--- src/rtl/tl_ul_pkg.sv ---
// Shared TileLink-UL opcode enums and the error-responder queue entry.
// Entry field widths are fixed here. The responder's SIZE_W/SRC_W defaults track them.
package tl_ul_pkg;

  localparam int unsigned TL_SIZE_W = 3;
  localparam int unsigned TL_SRC_W  = 4;

  typedef enum logic [2:0] {
    PUT_FULL    = 3'd0,
    PUT_PARTIAL = 3'd1,
    GET         = 3'd4
  } tl_a_op_e;

  typedef enum logic [2:0] {
    ACCESS_ACK      = 3'd0,
    ACCESS_ACK_DATA = 3'd1
  } tl_d_op_e;

  typedef struct packed {
    tl_d_op_e               op;
    logic [TL_SIZE_W-1:0]   size;
    logic [TL_SRC_W-1:0]    source;
  } tl_err_entry_t;

endpackage

--- src/rtl/tl_err_resp_queue.sv ---
// DEPTH-entry FIFO of pending denied responses.
// The head entry stays queued until its last D beat pops it.
// full/empty are registered. The *_nxt_c outputs preview next-cycle state,
// so the D side can load the following head without a bubble.
module tl_err_resp_queue
  import tl_ul_pkg::*;
#(
  parameter int unsigned DEPTH = 2
) (
  input  logic          clock,
  input  logic          reset_n,
  input  logic          push,
  input  tl_err_entry_t push_data,
  input  logic          pop,
  output logic          full,
  output logic          empty,
  output tl_err_entry_t head_nxt_c,
  output logic          empty_nxt_c,
  output logic          full_nxt_c
);

  localparam int unsigned PTR_W = (DEPTH > 1) ? $clog2(DEPTH) : 1;
  localparam int unsigned CNT_W = $clog2(DEPTH + 1);

  tl_err_entry_t    mem_q [DEPTH];
  tl_err_entry_t    mem_d [DEPTH];
  logic [PTR_W-1:0] wr_ptr_q, wr_ptr_d;
  logic [PTR_W-1:0] rd_ptr_q, rd_ptr_d;
  logic [CNT_W-1:0] cnt_q, cnt_d;
  logic [CNT_W-1:0] cnt_left;
  logic             full_q, empty_q;
  logic             push_ok, pop_ok;

  function automatic logic [PTR_W-1:0] ptr_inc(input logic [PTR_W-1:0] p);
    return (p == PTR_W'(DEPTH - 1)) ? '0 : p + PTR_W'(1);
  endfunction

  // Pointer, count and storage update, plus the next-cycle head preview
  always_comb begin
    mem_d    = mem_q;
    wr_ptr_d = wr_ptr_q;
    rd_ptr_d = rd_ptr_q;
    cnt_d    = cnt_q;
    push_ok  = push & ~full_q;
    pop_ok   = pop & ~empty_q;
    if (push_ok) begin
      mem_d[wr_ptr_q] = push_data;
      wr_ptr_d        = ptr_inc(wr_ptr_q);
    end
    if (pop_ok) begin
      rd_ptr_d = ptr_inc(rd_ptr_q);
    end
    case ({push_ok, pop_ok})
      2'b10:   cnt_d = cnt_q + CNT_W'(1);
      2'b01:   cnt_d = cnt_q - CNT_W'(1);
      default: cnt_d = cnt_q;
    endcase
    // Entries already stored that survive this cycle's pop
    cnt_left    = cnt_q - CNT_W'(pop_ok);
    head_nxt_c  = (cnt_left != '0) ? mem_q[rd_ptr_d] : push_data;
    empty_nxt_c = (cnt_d == '0);
    full_nxt_c  = (cnt_d == CNT_W'(DEPTH));
  end

  // Queue state registers
  always_ff @(posedge clock or negedge reset_n) begin
    if (!reset_n) begin
      mem_q    <= '{default: '0};
      wr_ptr_q <= '0;
      rd_ptr_q <= '0;
      cnt_q    <= '0;
      full_q   <= 1'b0;
      empty_q  <= 1'b1;
    end else begin
      mem_q    <= mem_d;
      wr_ptr_q <= wr_ptr_d;
      rd_ptr_q <= rd_ptr_d;
      cnt_q    <= cnt_d;
      full_q   <= full_nxt_c;
      empty_q  <= empty_nxt_c;
    end
  end

  assign full  = full_q;
  assign empty = empty_q;

endmodule

--- src/rtl/tl_ul_error_responder.sv ---
// TileLink-UL default-slot responder: every request gets a denied D response.
// Puts drain all A beats and then get one AccessAck. Gets get AccessAckData beats of zero
// data marked corrupt. Illegal opcodes get one AccessAck and an err_illegal pulse.
// Optional: define TL_ERR_RESP_COUNT_EN to add err_count, a saturating count of
// enqueued requests.
module tl_ul_error_responder
  import tl_ul_pkg::*;
#(
  parameter int unsigned DATA_W = 64,
  parameter int unsigned ADDR_W = 32,
  parameter int unsigned SRC_W  = TL_SRC_W,
  parameter int unsigned SIZE_W = TL_SIZE_W,
  parameter int unsigned DEPTH  = 2
) (
  input  logic              clock,
  input  logic              reset_n,
  input  logic              a_valid,
  output logic              a_ready,
  input  logic [2:0]        a_opcode,
  input  logic [SIZE_W-1:0] a_size,
  input  logic [SRC_W-1:0]  a_source,
  input  logic [ADDR_W-1:0] a_address,
  output logic              d_valid,
  input  logic              d_ready,
  output logic [2:0]        d_opcode,
  output logic [SIZE_W-1:0] d_size,
  output logic [SRC_W-1:0]  d_source,
  output logic              d_denied,
  output logic              d_corrupt,
  output logic [DATA_W-1:0] d_data,
  output logic              err_illegal
`ifdef TL_ERR_RESP_COUNT_EN
  ,
  output logic [15:0]       err_count
`endif
);

  // Byte-offset bits covered by one data beat
  localparam int unsigned OFF_W  = $clog2(DATA_W / 8);
  // Wide enough for the beat index of the largest encodable size
  localparam int unsigned BEAT_W = 2 ** SIZE_W;

  typedef enum logic {
    IDLE = 1'b0,
    RESP = 1'b1
  } d_state_e;

  // Index of the final beat: beats(size) - 1, where beats = max(1, 2^size / bytes-per-beat)
  function automatic logic [BEAT_W-1:0] beat_last(input logic [SIZE_W-1:0] size);
    if (32'(size) <= OFF_W) return '0;
    return (BEAT_W'(1) << (32'(size) - OFF_W)) - BEAT_W'(1);
  endfunction

  // A side
  logic              a_ready_q;
  logic              a_busy_q, a_busy_d;
  logic [BEAT_W-1:0] a_beat_q, a_beat_d;
  logic [BEAT_W-1:0] a_last_q, a_last_d;
  logic [SIZE_W-1:0] a_size_q, a_size_d;
  logic [SRC_W-1:0]  a_src_q, a_src_d;
  logic              err_illegal_q, err_illegal_d;
  logic              accept;
  logic              push;
  tl_err_entry_t     push_data;

  // Queue
  logic              q_push, q_pop;
  logic              q_full, q_empty;
  logic              q_empty_nxt, q_full_nxt;
  tl_err_entry_t     q_head_nxt;

  // D side
  d_state_e          state_q, state_d;
  logic              d_valid_q, d_valid_d;
  tl_d_op_e          d_opcode_q, d_opcode_d;
  logic [SIZE_W-1:0] d_size_q, d_size_d;
  logic [SRC_W-1:0]  d_source_q, d_source_d;
  logic              d_denied_q, d_denied_d;
  logic              d_corrupt_q, d_corrupt_d;
  logic [BEAT_W-1:0] d_beat_q, d_beat_d;
  logic [BEAT_W-1:0] d_last_q, d_last_d;
  logic              d_last_beat;
  logic              load;

  logic unused_addr;
  assign unused_addr = ^a_address;

  assign accept = a_valid & a_ready_q;

  // A-channel decode: multi-beat Put tracking and response enqueue
  always_comb begin
    a_busy_d         = a_busy_q;
    a_beat_d         = a_beat_q;
    a_last_d         = a_last_q;
    a_size_d         = a_size_q;
    a_src_d          = a_src_q;
    err_illegal_d    = 1'b0;
    push             = 1'b0;
    push_data.op     = ACCESS_ACK;
    push_data.size   = TL_SIZE_W'(a_size);
    push_data.source = TL_SRC_W'(a_source);
    if (accept) begin
      if (a_busy_q) begin
        // Trailing Put beats: header fields come from the first beat
        if (a_beat_q == a_last_q) begin
          push             = 1'b1;
          push_data.size   = TL_SIZE_W'(a_size_q);
          push_data.source = TL_SRC_W'(a_src_q);
          a_busy_d         = 1'b0;
          a_beat_d         = '0;
        end else begin
          a_beat_d = a_beat_q + BEAT_W'(1);
        end
      end else begin
        case (a_opcode)
          PUT_FULL, PUT_PARTIAL: begin
            if (beat_last(a_size) == '0) begin
              push = 1'b1;
            end else begin
              a_busy_d = 1'b1;
              a_beat_d = BEAT_W'(1);
              a_last_d = beat_last(a_size);
              a_size_d = a_size;
              a_src_d  = a_source;
            end
          end
          GET: begin
            push         = 1'b1;
            push_data.op = ACCESS_ACK_DATA;
          end
          default: begin
            push          = 1'b1;
            err_illegal_d = 1'b1;
          end
        endcase
      end
    end
  end

  // A-side registers. a_ready mirrors the queue's next full flag
  always_ff @(posedge clock or negedge reset_n) begin
    if (!reset_n) begin
      a_ready_q     <= 1'b0;
      a_busy_q      <= 1'b0;
      a_beat_q      <= '0;
      a_last_q      <= '0;
      a_size_q      <= '0;
      a_src_q       <= '0;
      err_illegal_q <= 1'b0;
    end else begin
      a_ready_q     <= ~q_full_nxt;
      a_busy_q      <= a_busy_d;
      a_beat_q      <= a_beat_d;
      a_last_q      <= a_last_d;
      a_size_q      <= a_size_d;
      a_src_q       <= a_src_d;
      err_illegal_q <= err_illegal_d;
    end
  end

  assign q_push      = push & ~q_full;
  assign d_last_beat = (d_beat_q == d_last_q);
  assign q_pop       = (state_q == RESP) & d_ready & d_last_beat & ~q_empty;

  tl_err_resp_queue #(
    .DEPTH (DEPTH)
  ) u_queue (
    .clock       (clock),
    .reset_n     (reset_n),
    .push        (q_push),
    .push_data   (push_data),
    .pop         (q_pop),
    .full        (q_full),
    .empty       (q_empty),
    .head_nxt_c  (q_head_nxt),
    .empty_nxt_c (q_empty_nxt),
    .full_nxt_c  (q_full_nxt)
  );

  // D-channel FSM: load the next head into the output registers and count beats
  always_comb begin
    state_d     = state_q;
    d_valid_d   = d_valid_q;
    d_opcode_d  = d_opcode_q;
    d_size_d    = d_size_q;
    d_source_d  = d_source_q;
    d_denied_d  = d_denied_q;
    d_corrupt_d = d_corrupt_q;
    d_beat_d    = d_beat_q;
    d_last_d    = d_last_q;
    load        = 1'b0;
    unique case (state_q)
      IDLE: begin
        if (!q_empty_nxt) load = 1'b1;
      end
      RESP: begin
        if (d_ready) begin
          if (d_last_beat) begin
            if (!q_empty_nxt) begin
              load = 1'b1;
            end else begin
              state_d     = IDLE;
              d_valid_d   = 1'b0;
              d_opcode_d  = ACCESS_ACK;
              d_size_d    = '0;
              d_source_d  = '0;
              d_denied_d  = 1'b0;
              d_corrupt_d = 1'b0;
              d_beat_d    = '0;
              d_last_d    = '0;
            end
          end else begin
            d_beat_d = d_beat_q + BEAT_W'(1);
          end
        end
      end
      default: state_d = IDLE;
    endcase
    if (load) begin
      state_d     = RESP;
      d_valid_d   = 1'b1;
      d_opcode_d  = q_head_nxt.op;
      d_size_d    = SIZE_W'(q_head_nxt.size);
      d_source_d  = SRC_W'(q_head_nxt.source);
      d_denied_d  = 1'b1;
      d_corrupt_d = (q_head_nxt.op == ACCESS_ACK_DATA);
      d_beat_d    = '0;
      d_last_d    = (q_head_nxt.op == ACCESS_ACK_DATA) ?
                    beat_last(SIZE_W'(q_head_nxt.size)) : '0;
    end
  end

  // D-side state and output registers
  always_ff @(posedge clock or negedge reset_n) begin
    if (!reset_n) begin
      state_q     <= IDLE;
      d_valid_q   <= 1'b0;
      d_opcode_q  <= ACCESS_ACK;
      d_size_q    <= '0;
      d_source_q  <= '0;
      d_denied_q  <= 1'b0;
      d_corrupt_q <= 1'b0;
      d_beat_q    <= '0;
      d_last_q    <= '0;
    end else begin
      state_q     <= state_d;
      d_valid_q   <= d_valid_d;
      d_opcode_q  <= d_opcode_d;
      d_size_q    <= d_size_d;
      d_source_q  <= d_source_d;
      d_denied_q  <= d_denied_d;
      d_corrupt_q <= d_corrupt_d;
      d_beat_q    <= d_beat_d;
      d_last_q    <= d_last_d;
    end
  end

`ifdef TL_ERR_RESP_COUNT_EN
  logic [15:0] err_count_q, err_count_d;

  // Saturating count of enqueued requests
  always_comb begin
    err_count_d = err_count_q;
    if (q_push && (err_count_q != 16'hFFFF)) err_count_d = err_count_q + 16'd1;
  end

  // Counter register, cleared only by reset
  always_ff @(posedge clock or negedge reset_n) begin
    if (!reset_n) err_count_q <= '0;
    else          err_count_q <= err_count_d;
  end

  assign err_count = err_count_q;
`endif

  assign a_ready     = a_ready_q;
  assign d_valid     = d_valid_q;
  assign d_opcode    = d_opcode_q;
  assign d_size      = d_size_q;
  assign d_source    = d_source_q;
  assign d_denied    = d_denied_q;
  assign d_corrupt   = d_corrupt_q;
  assign d_data      = '0;
  assign err_illegal = err_illegal_q;

endmodule

--- config.mk ---
export PLATFORM = sky130hd
export DESIGN_NAME = tl_ul_error_responder
export DESIGN_NICKNAME = d
export VERILOG_FILES = /design/src/rtl/tl_ul_pkg.sv /design/src/rtl/tl_err_resp_queue.sv /design/src/rtl/tl_ul_error_responder.sv
export SDC_FILE = /design/constraint.sdc
export NUM_CORES = 1
export LEC_CHECK = 0
export ABC_AREA = 0
export CORE_UTILIZATION = 45
export CTS_CLUSTER_SIZE = 14
export DETAILED_ROUTE_END_ITERATION = 10
export PLACE_DENSITY = 0.74
export REMOVE_ABC_BUFFERS = 1
export SYNTH_ARGS = -nofsm -noshare
export SYNTH_HDL_FRONTEND = slang
export SYNTH_SLANG_ARGS = --single-unit
export TNS_END_PERCENT = 50
--- constraint.sdc ---
create_clock -name clock -period 5.41 [get_ports clock]
set_clock_uncertainty 0.2 [all_clocks]
set_input_delay 1.082 -clock clock [delete_from_list [all_inputs] [get_ports clock]]
set_output_delay 1.082 -clock clock [all_outputs]
set_load 0.02 [all_outputs]
==> qor.yml, run 1 <==
status:
  status: "complete, no violations"
timing:
  tns_ns: 0
  rsz0062_at_grt: "false"
  post-route-worst-setup-slack_ns: 0.460
  max_freq_ghz: 0.202
  setup_violations: 0
  period_share_pct: 91.5
  relSlewSlack_pct: 46.9
  maxSlewViolCount: 0
  hold_violations: 0
  min_period_ns: 4.95
  tightestPinTransition_ns: 0.797
critical_path:
  crit_required_ns: 5.50
  path_buf_inv: 4
  cp_common_cell: "ha_1"
  startpoint_type: "input pin"
  crit_path_end_kind: "register"
  path_delay_family: "adder cells"
  critPathMaxFanout: 11
  cp_cell_sequence: "clkdlybuf4s50_1, ha_1, ha_1, buf_4, nor2_1, inv_1, ha_1, xor2_1, a41oi_2, nor3_2, o21bai_1, ha_1, xnor2_1, nor3_2, a21oi_1, buf_4, and2_2, nand3_1, o21ai_1"
  critical-path-slowest-cell: "clkdlybuf4s50_1"
  slowest_delay_ns: 0.43
  worstPathArrival_ns: 5.03
  critical_path_class: "input pin to register"
clock_tree:
  cts_num_sinks: 74
  cts_resized: 0
  root_buffer: "clkbuf_8"
  cts_setup_buffers: 0
  hold_buffers: 0
  cts_made_buffers: 9
  cts_tree: "done"
  clk_path_buf_depth: 2
  cts_htree_levels: 3
  clk_pin_slew_ns: 0.08
  insertion_delay_ns: 0.36
cells_and_area:
  layout_common_cells: "dfrtp_1 (73), conb_1 (66), nand2_1 (52)"
  layout_commonest_cell: "dfrtp_1"
  n_antenna_cell: 0
  final_nets: 581
  synthToLayoutAreaGrowth_pct: 8.01
  finalInstanceArea_um2: 5260
  drive_above_1_share_pct: 16.2
route:
  detail-route-antenna-nets: 0
  highest_layer: "met4"
  drt_iter0_drc: 143
  via_per_inst: 5.10
  drc_errors: 0
  wire_per_inst_um: 13.5
  vias: 3394
  drt_pass1_iterations: 5
  wl_met3_um: 293
  wl_met1_um: 4060
  wirelength_um: 9000
  wl_met2_um: 4530
die:
  die-area_um2: 11200
  dieWidth_um: 106
  io-pin-count: 125
  start_util_pct: 46.8
  die_h_um: 106
  rows: 37
  coreArea_um2: 10400
flow_run:
  max_cap_viol_count: 0
pwr:
  p_leak_nw: 2.30
  p_sw_share_pct: 43.1
  p_clk_share_pct: 15.8
  switching_power_mw: 1.31
  p_int_mw: 1.72
  seqPwrFrac_pct: 30.9
  power_frac_comb_pct: 53.3
  p_per_area_nw_per_um2: 576
  ir_drop_mv: 0.391
yosys:
  synth-async-reset-ratio_pct: 100
  synth_fa_ha_area_share_pct: 2.57
  synth_compound_area_share_pct: 12.8
  yosys-mux-area-fraction_pct: 9.76
  syn_area_per_cell_um2: 9.90
  synth_seq_area_share_pct: 38.0
  synth.distinct_cells: 71
  synth_edf_count: 0
  synth-simple-area-share_pct: 16.2
  synthFlopType: "dfrtp_1"
  synthesis.area_um2: 4870
  ys_ff_latch: 74
  synth_xor_area_share_pct: 6.86
  syn_inst: 492
  synth_top_family_by_area: "simple AND/OR/NAND/NOR gates"
  yosys_warnings: 0
placed_design:
  place_area_um2: 5040
  place_congestion: 0.852
  portBuffers: 26
  place_ws_ns: 0.0929
  dpl.hpwl_um: 6730
hold_path:
  min_path_type: "register to register"
grt:
  track_usage_pct: 17.4
  antenna_found_initial: 0
  grt_pass1_wl_um: 15700
  grt_max_degree: 40
  grt.overflow.total: 0
  grt_pass1_vias: 3322
[stage by stage]
stage                     cells  hold slack [ns]  utilization (%)  power, mW
after global routing        666            0.311             50.5       3.26
after floorplan             471            0.257                -       2.12
after detailed placement    650            0.285             48.4       2.54
after CTS                   666            0.302             50.5       3.04
final                       666            0.301             50.5       3.03
after global placement      650            0.274             48.4       2.47
[layout make-up]
| class | instances | area, um^2 |
|---|---|---|
| Fill cell | 923 | 5150 |
| Multi-Input combinational cell | 386 | 2590 |
| Clock inverter | 5 | 77.6 |
| Tap cell | 136 | 170 |
| Sequential cell | 74 | 1850 |
| Clock buffer | 11 | 141 |
| Timing Repair Buffer | 43 | 383 |
| Inverter | 11 | 41.3 |
[final timing paths]
check | start | endpoint | slack (ns) | depth (start not counted)
min in group asynchronous | reset_n | a_last_q[4]$_DFFE_PN0P_ | 0.60 | 1
worst min register to register | u_queue.mem_q[2]$_DFFE_PN0P_ | u_queue.mem_q[2]$_DFFE_PN0P_ | 0.30 | 1
worst max-delay path | a_size[0] | d_last_q[4]$_DFFE_PN0P_ | 0.46 | 19
worst min-delay path | u_queue.mem_q[2]$_DFFE_PN0P_ | u_queue.mem_q[2]$_DFFE_PN0P_ | 0.30 | 1
worst max register to register | d_beat_q[3]$_DFFE_PN0P_ | d_last_q[6]$_DFFE_PN0P_ | 1.28 | 13
max in group asynchronous | reset_n | d_denied$_DFFE_PN0P_ | 3.41 | 2
[power groups by stage]
stage / logic (mW) / registers (mW) / clock network (mW)
finish: 1.62 / 0.935 / 0.480
global route: 1.78 / 0.966 / 0.515
CTS: 1.61 / 0.935 / 0.492
detailed placement: 1.60 / 0.944 / 0
global placement: 1.55 / 0.930 / 0
floorplan: 1.17 / 0.946 / 0
[synthesized netlist by cell type, types with 2 or more instances]
library cell  instances  share of area [%]
nand4_1               8                1.0
a21oi_1               8               0.82
o21ai_0              20                2.1
nand2_1              52                4.0
a21o_1                3               0.46
ha_1                 10                2.6
xor2_1                6                1.1
o211ai_1              4               0.62
a32oi_1               5               0.90
buf_2                 4               0.41
nor3_1                3               0.31
or3_1                 4               0.51
nand4_4               2               0.87
mux2i_1               8                1.6
inv_1                11               0.85
buf_4                70                 11
dfrtp_1              73                 38
mux2i_2               2               0.57
o21ai_1               7               0.72
a2111oi_0             4               0.72
mux2_1                8                1.8
nand3_1               7               0.72
mux2_4                2               0.62
or2_2                 3               0.39
a31oi_1               3               0.39
buf_6                 3               0.69
and3_1                5               0.64
xnor2_1              16                2.9
a311oi_1              3               0.54
nor2b_1               2               0.26
nor3_2                3               0.62
nor2_1               31                2.4
a22o_1                7                1.3
o31ai_1              10                1.5
nand2b_1             15                1.9
xnor2_2               7                2.3
clkbuf_1              6               0.46
or2_1                 2               0.26
nor3b_1               2               0.31
mux2_2               22                5.1
[cells by family after synthesis]
group                    count (synthesis)
buffers and inverters                   97
AND/OR/NAND/NOR                        150
multiplexers                            42
other                                    1
AO/OA/AOI/OAI                           88
adder cells (fa/ha/maj)                 10
XOR/XNOR                                30
flip-flops                              74
[routing by layer]
metal	up-vias	global-route usage, %
li1	1659	-
met1	1627	21.7
met2	98	30.3
met3	10	2.82
met4	0	6.35
met5	-	0
[flip-flops by register name, summed over array words and instances (netlist names), 2 cells and up]
| register | count |
|---|---|
| u_queue.mem_q | 16 |
| a_beat_q | 8 |
| a_last_q | 8 |
| d_beat_q | 8 |
| d_last_q | 8 |
| a_src_q | 4 |
| d_source | 4 |
| a_size_q | 3 |
| d_size | 3 |
| u_queue.cnt_q | 2 |
No activity file was read; power rests on OpenSTA's default activity.
==> run 2, diff against run 1 <==
Settings changed: SETUP_SLACK_MARGIN set to 0.02.
==> results of run 2 <==
The final DEF is identical to that of run 1; final timing and power are the same.
